## src/rtl/calc_pkg.sv

```systemverilog
// Shared encodings for the keyboard calculator: opcodes, register commands,
// sequencer FSM states and the opcode-to-command-word decode.
`timescale 1ns/1ps
package calc_pkg;

    localparam logic [2:0] OP_CLRLD = 3'b000;
    localparam logic [2:0] OP_ADD   = 3'b001;
    localparam logic [2:0] OP_SUB   = 3'b010;
    localparam logic [2:0] OP_DISP  = 3'b011;
    localparam logic [2:0] OP_LOAD  = 3'b100;
    localparam logic [2:0] OP_NOP   = 3'b101;

    localparam logic [1:0] TN_CLEAR = 2'b00;
    localparam logic [1:0] TN_LOAD  = 2'b01;
    localparam logic [1:0] TN_HOLD  = 2'b10;

    localparam logic [1:0] ST_IDLE   = 2'd0;
    localparam logic [1:0] ST_DECODE = 2'd1;
    localparam logic [1:0] ST_EXEC   = 2'd2;
    localparam logic [1:0] ST_WAIT   = 2'd3;

    typedef struct packed {
        logic [1:0] tx;
        logic [1:0] ty;
        logic [1:0] tz;
    } cmd_word_t;

    localparam cmd_word_t CMD_IDLE = '{tx: TN_HOLD, ty: TN_HOLD, tz: TN_HOLD};

    function automatic logic op_legal(input logic [2:0] op);
        return op <= OP_NOP;
    endfunction

    function automatic cmd_word_t op_cmd(input logic [2:0] op);
        cmd_word_t w;
        case (op)
            OP_CLRLD: w = '{tx: TN_CLEAR, ty: TN_CLEAR, tz: TN_CLEAR};
            OP_ADD,
            OP_SUB:   w = '{tx: TN_CLEAR, ty: TN_LOAD,  tz: TN_HOLD};
            OP_DISP:  w = '{tx: TN_HOLD,  ty: TN_HOLD,  tz: TN_LOAD};
            OP_LOAD:  w = '{tx: TN_LOAD,  ty: TN_HOLD,  tz: TN_HOLD};
            default:  w = CMD_IDLE;
        endcase
        return w;
    endfunction

endpackage

```

## src/rtl/instr_fifo.sv

```systemverilog
// Small opcode FIFO with first-word fall-through read; pointers carry one
// extra wrap bit so full and empty are distinguishable.
`timescale 1ns/1ps
module instr_fifo #(
    parameter int DEPTH = 4,
    parameter int WIDTH = 3
) (
    input  logic             clk,
    input  logic             rst_n,
    input  logic             push,
    input  logic             pop,
    input  logic [WIDTH-1:0] din,
    output logic [WIDTH-1:0] dout,
    output logic             full,
    output logic             empty
);
    localparam int AW = $clog2(DEPTH);

    logic [WIDTH-1:0] mem_q [DEPTH];
    logic [AW:0]      wr_ptr_q, wr_ptr_d;
    logic [AW:0]      rd_ptr_q, rd_ptr_d;
    logic             do_push, do_pop;

    assign empty   = (wr_ptr_q == rd_ptr_q);
    assign full    = (wr_ptr_q[AW] != rd_ptr_q[AW]) &&
                     (wr_ptr_q[AW-1:0] == rd_ptr_q[AW-1:0]);
    assign do_push = push && !full;
    assign do_pop  = pop && !empty;
    assign dout    = mem_q[rd_ptr_q[AW-1:0]];

    always_comb begin
        wr_ptr_d = wr_ptr_q;
        rd_ptr_d = rd_ptr_q;
        if (do_push) wr_ptr_d = wr_ptr_q + 1'b1;
        if (do_pop)  rd_ptr_d = rd_ptr_q + 1'b1;
    end

    always_ff @(posedge clk or negedge rst_n) begin
        if (!rst_n) begin
            wr_ptr_q <= '0;
            rd_ptr_q <= '0;
        end else begin
            wr_ptr_q <= wr_ptr_d;
            rd_ptr_q <= rd_ptr_d;
        end
    end

    always_ff @(posedge clk) begin
        if (do_push) mem_q[wr_ptr_q[AW-1:0]] <= din;
    end

endmodule

```

## src/rtl/instr_sequencer.sv

```systemverilog
// Clocked control sequencer: buffers opcodes, issues one command cycle per
// instruction, then holds the datapath SETTLE cycles; keeps a sticky overflow.
`timescale 1ns/1ps
module instr_sequencer
    import calc_pkg::*;
#(
    parameter int DEPTH  = 4,
    parameter int SETTLE = 2
) (
    input  logic       clk,
    input  logic       rst_n,
    input  logic       instr_valid,
    input  logic [2:0] instr,
    output logic       instr_ready,
    input  logic       ovf_in,
    output logic [1:0] tx,
    output logic [1:0] ty,
    output logic [1:0] tz,
    output logic       tula,
    output logic       busy,
    output logic       done,
    output logic       illegal,
    output logic       ovf_flag
);
    localparam int CW = $clog2(SETTLE) + 1;

    logic       fifo_full, fifo_empty, fifo_pop, fifo_push;
    logic [2:0] fifo_dout;

    logic [1:0]    state_q, state_d;
    logic [2:0]    op_q, op_d;
    logic [CW-1:0] cnt_q, cnt_d;
    cmd_word_t     cmd_q, cmd_d;
    logic          tula_q, tula_d;
    logic          ovf_q, ovf_d;
    logic          done_q, done_d;
    logic          ill_q, ill_d;

    assign fifo_push = instr_valid && !fifo_full;

    instr_fifo #(.DEPTH(DEPTH), .WIDTH(3)) u_fifo (
        .clk   (clk),
        .rst_n (rst_n),
        .push  (fifo_push),
        .pop   (fifo_pop),
        .din   (instr),
        .dout  (fifo_dout),
        .full  (fifo_full),
        .empty (fifo_empty)
    );

    always_comb begin
        state_d  = state_q;
        op_d     = op_q;
        cnt_d    = cnt_q;
        cmd_d    = CMD_IDLE;
        tula_d   = tula_q;
        ovf_d    = ovf_q;
        done_d   = 1'b0;
        ill_d    = 1'b0;
        fifo_pop = 1'b0;
        case (state_q)
            ST_IDLE: begin
                if (!fifo_empty) begin
                    fifo_pop = 1'b1;
                    op_d     = fifo_dout;
                    state_d  = ST_DECODE;
                end
            end
            ST_DECODE: begin
                if (op_legal(op_q)) begin
                    // command word and tula are registered so they appear in the EXEC cycle
                    state_d = ST_EXEC;
                    cmd_d   = op_cmd(op_q);
                    if (op_q == OP_ADD)   tula_d = 1'b0;
                    if (op_q == OP_SUB)   tula_d = 1'b1;
                    if (op_q == OP_CLRLD) ovf_d  = 1'b0;
                end else begin
                    state_d = ST_IDLE;
                    ill_d   = 1'b1;
                end
            end
            ST_EXEC: begin
                state_d = ST_WAIT;
                cnt_d   = CW'(SETTLE - 1);
            end
            ST_WAIT: begin
                if (cnt_q == '0) begin
                    state_d = ST_IDLE;
                    done_d  = 1'b1;
                    if (op_q == OP_ADD || op_q == OP_SUB) ovf_d = ovf_q | ovf_in;
                end else begin
                    cnt_d = cnt_q - 1'b1;
                end
            end
            default: state_d = ST_IDLE;
        endcase
    end

    always_ff @(posedge clk or negedge rst_n) begin
        if (!rst_n) begin
            state_q <= ST_IDLE;
            op_q    <= OP_NOP;
            cnt_q   <= '0;
            cmd_q   <= CMD_IDLE;
            tula_q  <= 1'b0;
            ovf_q   <= 1'b0;
            done_q  <= 1'b0;
            ill_q   <= 1'b0;
        end else begin
            state_q <= state_d;
            op_q    <= op_d;
            cnt_q   <= cnt_d;
            cmd_q   <= cmd_d;
            tula_q  <= tula_d;
            ovf_q   <= ovf_d;
            done_q  <= done_d;
            ill_q   <= ill_d;
        end
    end

    assign instr_ready = !fifo_full;
    assign tx          = cmd_q.tx;
    assign ty          = cmd_q.ty;
    assign tz          = cmd_q.tz;
    assign tula        = tula_q;
    assign busy        = (state_q != ST_IDLE) || !fifo_empty;
    assign done        = done_q;
    assign illegal     = ill_q;
    assign ovf_flag    = ovf_q;

endmodule
```

## config.mk

```make
export PLATFORM = sky130hd
export DESIGN_NAME = instr_sequencer
export DESIGN_NICKNAME = d
export VERILOG_FILES = /design/src/rtl/calc_pkg.sv /design/src/rtl/instr_fifo.sv /design/src/rtl/instr_sequencer.sv
export SDC_FILE = /design/constraint.sdc
export NUM_CORES = 1
export LEC_CHECK = 0
export CAP_MARGIN = 20
export CORE_AREA = 2 2 56 58
export DETAILED_ROUTE_END_ITERATION = 10
export DIE_AREA = 0 0 58 60
export PLACE_DENSITY = 0.81
export SYNTH_ARGS = -nofsm -noshare
export SYNTH_HDL_FRONTEND = slang
export SYNTH_SLANG_ARGS = --single-unit
```

## constraint.sdc

```tcl
create_clock -name clk -period 2.5 [get_ports clk]
set_input_delay 0.375 -clock clk [delete_from_list [all_inputs] [get_ports clk]]
set_output_delay 0.375 -clock clk [all_outputs]
set_load 0.005 [all_outputs]
```

# After elaboration in Yosys (flattened, before gate mapping)
# Memories as Yosys holds them, arrays and structs flattened. A register that Yosys moved wholly into a read port is not among the register bits.
# Index checks and enable logic that the tools add are counted.
# totals
romBits,0
n_memories,1
elab_cells,80
inputBits,7
out_inout_bits,12
latch_bits,0
reg_bits,20
mem_bits_rw,12
# memory_table
memory,words,width,read_ports,rd_clocked_by_memory_dff,wr,line_no,text
u_fifo.mem_q,4,3,1,1,1,instr_fifo.sv:19,logic [WIDTH-1:0] mem_q [DEPTH];
# op_classes
shifts,0
n_mul,0
magnitude_cmp,1
n_eq_ne,16
addsub,3
mux,24
n_reduce_logical,22
n_div,0
bitwise_logic,2
# ops
cell,n
$pmux W6 S4,1
$mux W1,14
$mux W6,2
$ne A2 B2 Y1 const B,6
$mux W2,4
$pmux W2 S4,1
$reduce_bool A2 Y1,4
$add A3 B1 Y3 const B,2
$eq A3 B2 Y1 const B,2
$reduce_and A2 Y1,3
$reduce_and A5 Y1,1
$eq A2 B2 Y1 const B,2
$logic_and A1 B1 Y1,4
$logic_not A2 Y1,2
$pmux W2 S2,1
$eq A3 B1 Y1 const B,1
$eq A3 B3 Y1,1
$eq A3 B3 Y1 const B,1
$le A3 B3 Y1 const B,1
$logic_not A1 Y1,3
$logic_not A3 Y1,1
$reduce_and A3 Y1,1
$eq A2 B1 Y1 const B,1
$eq A2 B2 Y1,1
7 further kinds,8

# Logic depth before layout (Yosys ltp)
# Gate-level depths: netlist (run 1).
# depth
word_depth,7
mapped_depth,5
ltp_nobuf,5

# Hierarchy
# Synthesis (run 1) repeated with hierarchy kept, for this count alone.
# unflattened
cells_unflattened,134
area_unflattened_um2,1631.6
# by_module_without_submodules
mod,seq_area_each_um2,n_inst,area_per_inst_um2,cells_each
instr_fifo,510.5,1,892.1,63
instr_sequencer,431.7,1,739.5,71

# Least setup slack after synthesis (run 1)
# OpenSTA, ideal clock, no wires.
# synth_timing
path_type,register to register
from,reg u_fifo.rd_ptr_q[0]
to,reg op_q[1] (read register of u_fifo.mem_q)
path_buffers,1
period_less_slack_ps,1480
required_time_ps,2375
setup_ps,125
path_stages_with_launch,5
slack_ps,1020
arrival_ps,1355
cell_sequence,dfrtp_1 buf_6 xor2_2 o31a_4 mux2_4
# synth_between
elab_chain_len,3
# synth_rtl
element,line_no,text
start: declaration,instr_fifo.sv:21,"logic [AW:0] rd_ptr_q, rd_ptr_d;"
start signal: assignment,instr_fifo.sv:44,rd_ptr_q <= rd_ptr_d;
$eq A3 B3 Y1,instr_fifo.sv:24,assign empty = (wr_ptr_q == rd_ptr_q);
$not A1 Y1 (no source line),n/a,
$reduce_and A2 Y1 (no source line),n/a,
end: declaration,instr_sequencer.sv:31,"logic [2:0] op_q, op_d;"
# Parallel ways exist; a longest one is shown, timed or not.
# A chain may end at the register's enable or synchronous reset.

# Worst setup path in the final report (run 1)
# layout_timing
from,reg u_fifo.rd_ptr_q[0]
to,out busy
# layout_between
elab_chain_len,3
# layout_rtl
element,line_no,text
$eq A3 B3 Y1,instr_fifo.sv:24,
$logic_not A1 Y1,instr_sequencer.sv:127,assign busy = (state_q != ST_IDLE) || !fifo_empty;
$logic_or A1 B1 Y1,instr_sequencer.sv:127,
end: declaration,instr_sequencer.sv:20,"output logic busy,"
# Every way passes these cells.

==> results_dict.tcl, run 1 <==
set metrics [dict create \
    status "complete, no violations" \
    pwr-share-clk 0.170 \
    syn_nets 128 \
    yosys.area.top_type "dfrtp_1" \
    peakVddDrop_v 0.000763 \
    drt_iter0_drc 19 \
    routed_wl_mm 2.42 \
    antenna_left 0 \
    cts_setup_buffers 0 \
    synth.distinct_cells 34 \
    async_flop_share 0.657 \
    p_seq_frac 0.446 \
    dr.pass1.iters 5 \
    cts_tree "yes" \
    relSlewSlack 0.646 \
    h-tree-depth 2 \
    syn_inst 115 \
    grt_max_degree 24 \
    p_sw_w 0.000816 \
    hold_viol 0 \
    die_y_um 60 \
    yosys-top-cells-count "18 x dfrtp_1, 12 x edfxtp_1, 12 x nand2_1" \
    synth_most_common_cell "dfrtp_1" \
    synth_edf_count 12 \
    worst_pin_slew_ns 0.529 \
    dp.cells 162 \
    synth_area_leaders "dfrtp_1 28%, edfxtp_1 23%, dfstp_2 8.3%" \
    endpoint_kind "primary output" \
    finish.cell_count_without_fillers 170 \
    fin_ws_ns 0.263 \
    numCtsBuffers 5 \
    drv_slew 0 \
    viasPerCell 5.44 \
    switching_share 0.347 \
    yosysWarnings 0 \
    nNetsFinal 149 \
    whs_ns 0.391 \
    grt_setup_unrepaired "no" \
    synth-seq-area-share 0.595 \
    crit_fanout 7 \
    crit_required_ns 2.12 \
    cap_violations 0 \
    critical_path.startpoint_type "flop" \
    grt_pass1_vias 955 \
    fp.dieArea_mm2 0.00348 \
    power_density_mw_per_mm2 1260 \
    grt_pass1_wl_mm 4.06 \
    period_minus_slack_ns 2.24 \
    hpwl_mm 1.78 \
    n_antenna_cell 0 \
    coreArea_mm2 0.00290 \
    netlist_area_mm2 0.00158 \
    post_cts_resized 0 \
    vias 925 \
    rows 20 \
    path_clk_slew_ns 0.11 \
    holdBufCountCts 0 \
    ys_ff_latch 35 \
    yosys.area.top_type_share 0.285 \
    clkLatencyLatePin_ns 0.33 \
    power_w 0.00235 \
    preCtsSetupSlack_ns 0.614 \
    syn_to_final_growth_pct 17.9 \
    layout-drive-gt1-share 0.182 \
    fin_setup_tns_ns 0 \
    p_int_w 0.00154 \
    drc_errors 0 \
    synthFlopType "dfrtp_1" \
    grt_usage 0.161 \
    max_freq_ghz 0.447 \
    cts_buffer_depth 2 \
    critical_path_class "reg -> out" \
    pin_count 19 \
    combPwrFrac 0.384 \
    overflow 0 \
    cts_num_sinks 35 \
    die-width_um 58 \
    place.gp.congestion 0.755 \
    fin_crit_sh 0.895 \
    place.port_buffers 18 \
    arrival_ns 1.86 \
    post_synth.cell_area_avg_um2 13.8 \
    antenna_found_initial 0 \
    root_buffer "clkbuf_4" \
    start_util 0.545 \
    hold_class "in -> async" \
    leakagePower_nw 0.786 \
    finClkSkew_ns 0.0104 \
    wl_per_cell_um 14.2 \
    finalSetupViolations 0 \
]
==> final timing paths <==
check                                            endpoint  cells after the start                           start  slack (ns)
max                                                  busy                      4  u_fifo.rd_ptr_q[0]$_DFFE_PN0P_        0.26
min                                  ovf_flag$_DFFE_PN0P_                      2                           rst_n        0.39
max reg2reg                  u_fifo.mem_q[1][1]$_DFFE_PP_                      3  u_fifo.rd_ptr_q[0]$_DFFE_PN0P_        0.86
min reg2reg                u_fifo.rd_ptr_q[2]$_DFFE_PN0P_                      1  u_fifo.rd_ptr_q[2]$_DFFE_PN0P_        0.53
max in group asynchronous             op_q[0]$_DFFE_PN1P_                      2                           rst_n        1.82
min in group clk           u_fifo.rd_ptr_q[2]$_DFFE_PN0P_                      1  u_fifo.rd_ptr_q[2]$_DFFE_PN0P_        0.53
==> registers in the layout, indices dropped and copies added, names as in the netlist, 2 cells and up, named ones only <==
name and flops:
tz 2, tx 2, ty 2, u_fifo.wr_ptr_q 3, u_fifo.rd_ptr_q 3, cnt_q 2, u_fifo.mem_q 12, op_q 3
==> routing by layer <==
| layer | GRT usage | part of all wire | vias up |
|---|---|---|---|
| met3 | 0.0606 | 0.050 | 2 |
| met4 | 0.0598 | 0.0062 | 0 |
| met1 | 0.168 | 0.40 | 448 |
| met2 | 0.294 | 0.54 | 32 |
| li1 | - | - | 443 |
| met5 | 0 | 0 | - |
==> final cells by class <==
cell class,instances,area (um2)
Timing Repair Buffer,19,188
Multi-Input combinational cell,68,587
Fill cell,229,1040
Clock inverter,3,43.8
Inverter,7,26.3
Clock buffer,5,37.5
Sequential cell,35,942
Tap cell,33,41.3
==> cell usage in the layout, fill, tap and decap left out, drive strengths merged, types with 4 or more instances in the layout <==
cell           instances
clkbuf                 5
clkdlybuf4s50         18
dfrtp                 18
dfstp                  5
edfxtp                12
ha                     6
inv                    7
mux2                   5
nand2                 12
nor2                   5
xnor2                  4
xor2                   6
==> kinds of logic after synthesis <==
kind of cell,count (synthesis),synth area share
flops,35,0.595
simple gates,30,0.0949
compound gates,14,0.0688
buf+inv,12,0.0340
xor+xnor,10,0.0648
mux,8,0.0949
fa+ha+maj,6,0.0474
==> critical path, cell delays in order (launching register included) <==
cell,delay (ns)
dfrtp_1,0.53
xor2_2,0.25
nor3_1,0.24
nand2_1,0.07
clkdlybuf4s50_1,0.44
==> metrics by stage <==
stage          cell area, um2  utilization
2_1_floorplan            1580            -
3_3_place_gp             1780        0.615
3_5_place_dp             1780        0.615
4_1_cts                  1870        0.643
5_1_grt                  1870        0.643
6_report                 1870        0.643
==> power groups by stage <==
stage                     logic [W]  clock network, W  registers, W
after floorplan            0.000733                 0      0.000957
after global placement     0.000862                 0       0.00105
after detailed placement   0.000911                 0       0.00107
after CTS                  0.000917          0.000414       0.00105
after global routing       0.000997          0.000441       0.00108
final                      0.000904          0.000400       0.00105
Power figures use the tool's default switching activity.
==> run 2: changes to the inputs <==
RECOVER_POWER = 100   (was default)
==> run 2 against run 1 <==
Compared with the run above: first-iteration DRC count shrank 58%; flip-flop and latch count is the same; final cell count is the same; power shrank 4.7%; maximum frequency shrank 0.26%; design area shrank 1.7%; setup slack lost 0.0058 ns; non-clock buffer count is the same; sequential share of layout area grew 0.90 points; via count grew 0.54%; largest cell class unchanged; highest routed layer unchanged.
==> results_dict.tcl, run 2 (same netlist as run 1, synthesis figures left out) <==
set metrics [dict create \
    grt_pass1_wl_mm 4.06 \
    numCtsBuffers 5 \
    drc_errors 0 \
    met2_usage 0.294 \
    place.gp.congestion 0.755 \
    wl_per_cell_um 14.1 \
    period_minus_slack_ns 2.24 \
    dp.cells 162 \
    multiInputGateArea_um2 558 \
    layout_commonest_cell "dfrtp_1" \
    final_cell_mix "18 x dfrtp_1, 15 x dlygate4sd3_1, 12 x nand2_1, 12 x edfxtp_1, 7 x inv_1" \
    post_cts_resized 0 \
    fin_setup_tns_ns 0 \
    die_y_um 60 \
    grt_pass1_vias 955 \
    whs_ns 0.526 \
    drv_slew 0 \
    finalSetupViolations 0 \
    routed_wl_mm 2.39 \
    finClkSkew_ns 0.0102 \
    grt_max_degree 24 \
    cts_tree "yes" \
    grt_usage 0.161 \
    layout-drive-gt1-share 0.117 \
    clkLatencyLatePin_ns 0.33 \
    syn_to_final_growth_pct 15.8 \
    arrival_ns 1.87 \
    max_freq_ghz 0.446 \
    coreArea_mm2 0.00290 \
    root_buffer "clkbuf_4" \
    status "complete, no violations" \
    dr.pass1.iters 5 \
    largest_reg_flops 12 \
    vias 930 \
    antenna_left 0 \
    finish.cell_count_without_fillers 170 \
    use_met3 0.0606 \
    rows 20 \
    overflow 0 \
    cap_violations 0 \
    power_density_mw_per_mm2 1220 \
    worst_pin_slew_ns 1.19 \
    viasPerCell 5.47 \
    register_area_um2 942 \
    endpoint_kind "primary output" \
    critical_path.startpoint_type "flop" \
    holdBufCountCts 0 \
    cts_buffer_depth 2 \
    fp.dieArea_mm2 0.00348 \
    antenna_found_initial 0 \
    pin_count 19 \
    crit_required_ns 2.12 \
    place.port_buffers 18 \
    start_util 0.545 \
    peakVddDrop_v 0.000739 \
    hold_viol 0 \
    grt_setup_unrepaired "no" \
    grtUsageMet1 0.168 \
    crit_fanout 7 \
    critical_path_class "reg -> out" \
    path_clk_slew_ns 0.10 \
    h-tree-depth 2 \
    fillerInstances 235 \
    hold_class "reg -> reg" \
    die-width_um 58 \
    n_antenna_cell 0 \
    leakagePower_nw 0.768 \
    busiest_layer "met2" \
    fin_crit_sh 0.897 \
    nNetsFinal 149 \
    drt_iter0_drc 8 \
    relSlewSlack 0.206 \
    cts_setup_buffers 0 \
    rrSetupSlack_ns 0.74 \
    cts_num_sinks 35 \
    hpwl_mm 1.78 \
]
## run 2: where the power goes
group | internal, W | switching [W] | leakage [nW]
Sequential | 0.000826 | 0.000207 | 0.377
Clock | 0.000210 | 0.000189 | 0.0452
Combinational | 0.000417 | 0.000394 | 0.346
Total | 0.00145 | 0.000791 | 0.768
## run 2: per-stage QoR
step	setup WS, ns	area [um2]	util	total power [W]
after global routing	0.123	1830	0.631	0.00241
after detailed placement	0.614	1780	0.615	0.00198
after global placement	0.657	1780	0.615	0.00191
final	0.258	1830	0.631	0.00224
after CTS	0.228	1870	0.643	0.00239
after floorplan	1.02	1580	-	0.00169
## run 2: layout make-up
class,count,area share
flip-flops and latches,35,0.514
multi-input cells,68,0.304
clock buffers,5,0.0205
clock inverters,3,0.0239
inverters,7,0.0143
well taps,33,0.0225
repair buffers,19,0.100
## run 2: path summary, 6_finish.rpt
kind                                                start                             end  cells after the start
max in group asynchronous                           rst_n  u_fifo.wr_ptr_q[0]$_DFFE_PN0P_                      2
min                        u_fifo.rd_ptr_q[2]$_DFFE_PN0P_  u_fifo.rd_ptr_q[2]$_DFFE_PN0P_                      1
max reg2reg                u_fifo.rd_ptr_q[0]$_DFFE_PN0P_    u_fifo.mem_q[1][1]$_DFFE_PP_                      3
max                        u_fifo.rd_ptr_q[0]$_DFFE_PN0P_                            busy                      4
min reg2reg                u_fifo.rd_ptr_q[2]$_DFFE_PN0P_  u_fifo.rd_ptr_q[2]$_DFFE_PN0P_                      1
min in group asynchronous                           rst_n            ovf_flag$_DFFE_PN0P_                      2
## run 2: metal layers
layer | part of all wire | up-vias
li1 | - | 446
met1 | 0.39 | 449
met2 | 0.54 | 33
met3 | 0.062 | 2
met4 | 0.0042 | 0
met5 | 0 | -
## run 2: worst max-delay path, stage by stage, from the launching register on
cell             delay [ns]
dfrtp_1                0.56
xor2_1                 0.31
nor3_1                 0.11
nand2_1                0.07
clkdlybuf4s50_1        0.49
==> run 3: changes to the inputs <==
REMOVE_ABC_BUFFERS = 1   (was default)
==> run 3 against run 2 <==
Compared with the run above: die area unchanged; power decreased by 4.5%; clock power is 24% lower; design area decreased by 1.3%; critical path depth down 1; critical path type unchanged; largest cell class unchanged; highest routed layer unchanged.
==> results_dict.tcl, run 3 (same netlist as run 1, synthesis figures left out) <==
set metrics [dict create \
    cpMaxStageDelayCell "dlygate4sd3_1" \
    finClkSkew_ns 0.00839 \
    rows 20 \
    dp.cells 162 \
    relSlewSlack 0.234 \
    drt_iter0_drc 14 \
    grt_max_degree 24 \
    start_util 0.545 \
    status "complete, no violations" \
    hold_viol 0 \
    register_area_um2 942 \
    largest_reg_flops 12 \
    pin_count 19 \
    fin_ws_ns 0.247 \
    fp.dieArea_mm2 0.00348 \
    place.port_buffers 18 \
    wl_per_cell_um 13.9 \
    rrSetupSlack_ns 0.76 \
    cts_tree "yes" \
    root_buffer "clkbuf_4" \
    critical_path_class "reg -> out" \
    coreArea_mm2 0.00290 \
    max_freq_ghz 0.444 \
    crit_fanout 7 \
    routed_wl_mm 2.36 \
    n_antenna_cell 0 \
    worst_pin_slew_ns 1.15 \
    vias 942 \
    grt_pass1_wl_mm 4.03 \
    overflow 0 \
    die_y_um 60 \
    drv_slew 0 \
    antenna_left 0 \
    fin_crit_sh 0.901 \
    preCtsSetupSlack_ns 0.625 \
    peakVddDrop_v 0.000661 \
    post_cts_resized 0 \
    r2r_cells 3 \
    hpwl_mm 1.76 \
    holdBufCountCts 0 \
    place.gp.congestion 0.668 \
    whs_path_depth 1 \
    finalSetupViolations 0 \
    grt_usage 0.161 \
    clkLatencyLatePin_ns 0.34 \
    nNetsFinal 149 \
    fin_setup_tns_ns 0 \
    layout_commonest_cell "dfrtp_1" \
    numCtsBuffers 5 \
    syn_to_final_growth_pct 14.3 \
    period_minus_slack_ns 2.25 \
    final_cell_mix "18 x dfrtp_1, 15 x dlygate4sd3_1, 12 x nand2_1, 12 x edfxtp_1, 7 x inv_1" \
    cts_buffer_depth 2 \
    arrival_ns 1.88 \
    antenna_found_initial 0 \
    cts_num_sinks 35 \
    critical_path.startpoint_type "flop" \
    crit_chain "xnor2_1, nand3_1, dlygate4sd3_1" \
    dr.pass1.iters 3 \
    cap_violations 0 \
    cpPeakStageDelay_ns 0.60 \
    multiInputGateArea_um2 558 \
    crit_required_ns 2.12 \
    endpoint_kind "primary output" \
    finish.cell_count_without_fillers 170 \
    grt_setup_unrepaired "no" \
    grt_pass1_vias 929 \
    viasPerCell 5.54 \
    leakagePower_nw 0.750 \
    h-tree-depth 2 \
    path_clk_slew_ns 0.11 \
    layout-drive-gt1-share 0.117 \
    die-width_um 58 \
    fillerInstances 232 \
    drc_errors 0 \
    hold_class "reg -> reg" \
    cts_setup_buffers 0 \
    power_density_mw_per_mm2 1180 \
]
## run 3: changes by cell type in the layout (fill, tap and decap cells not counted)
| cell | delta |
|---|---|
| bufinv_16 | -1 |
| clkinvlp_4 | +2 |
| clkinv_4 | -1 |
## run 3: final cells by class
class / count / area share
clock buffers: 5 / 0.0207
clock inverters: 3 / 0.0111
inverters: 7 / 0.0145
multi-input cells: 68 / 0.308
flip-flops and latches: 35 / 0.521
well taps: 33 / 0.0228
repair buffers: 19 / 0.102
## run 3: per-layer routing
| layer | wire length (um) | track usage |
|---|---|---|
| met5 | 0 | 0 |
| met4 | 43 | 0.0897 |
| met3 | 116 | 0.0563 |
| met2 | 1250 | 0.282 |
| met1 | 950 | 0.169 |
## run 3: report_power, final
group / internal, W / leakage, nW / switching [W] / total (W)
logic: 0.000416 / 0.346 / 0.000389 / 0.000805
registers: 0.000826 / 0.377 / 0.000210 / 0.00104
clock network: 0.000107 / 0.0272 / 0.000196 / 0.000303
## run 3: per-stage QoR
stage          power [W]  hold slack, ns  area (um2)  utilization
2_1_floorplan    0.00165          0.0794        1560            -
3_3_place_gp     0.00191           0.488        1780        0.615
3_5_place_dp     0.00197           0.509        1780        0.615
4_1_cts          0.00228           0.368        1840        0.634
5_1_grt          0.00232           0.552        1810        0.623
6_report         0.00214           0.531        1810        0.623
## run 3: path summary, 6_finish.rpt
path / endpoint / startpoint
hold reg to reg: u_fifo.rd_ptr_q[2]$_DFFE_PN0P_ / u_fifo.rd_ptr_q[2]$_DFFE_PN0P_
min in group asynchronous: ty[0]$_DFF_PN0_ / rst_n
hold / removal: u_fifo.rd_ptr_q[2]$_DFFE_PN0P_ / u_fifo.rd_ptr_q[2]$_DFFE_PN0P_
setup / recovery: instr_ready / u_fifo.rd_ptr_q[0]$_DFFE_PN0P_
max in group asynchronous: u_fifo.rd_ptr_q[1]$_DFFE_PN0P_ / rst_n
setup reg to reg: u_fifo.mem_q[2][0]$_DFFE_PP_ / u_fifo.rd_ptr_q[0]$_DFFE_PN0P_
## run 3: worst max-delay path, delay by kind of cell, from the launching register on
kind,cells,cell delay (ns)
xor gates and xnor gates,1,0.30
DFF,1,0.51
and+or+nand+nor,1,0.13
buffers and inverters,1,0.60
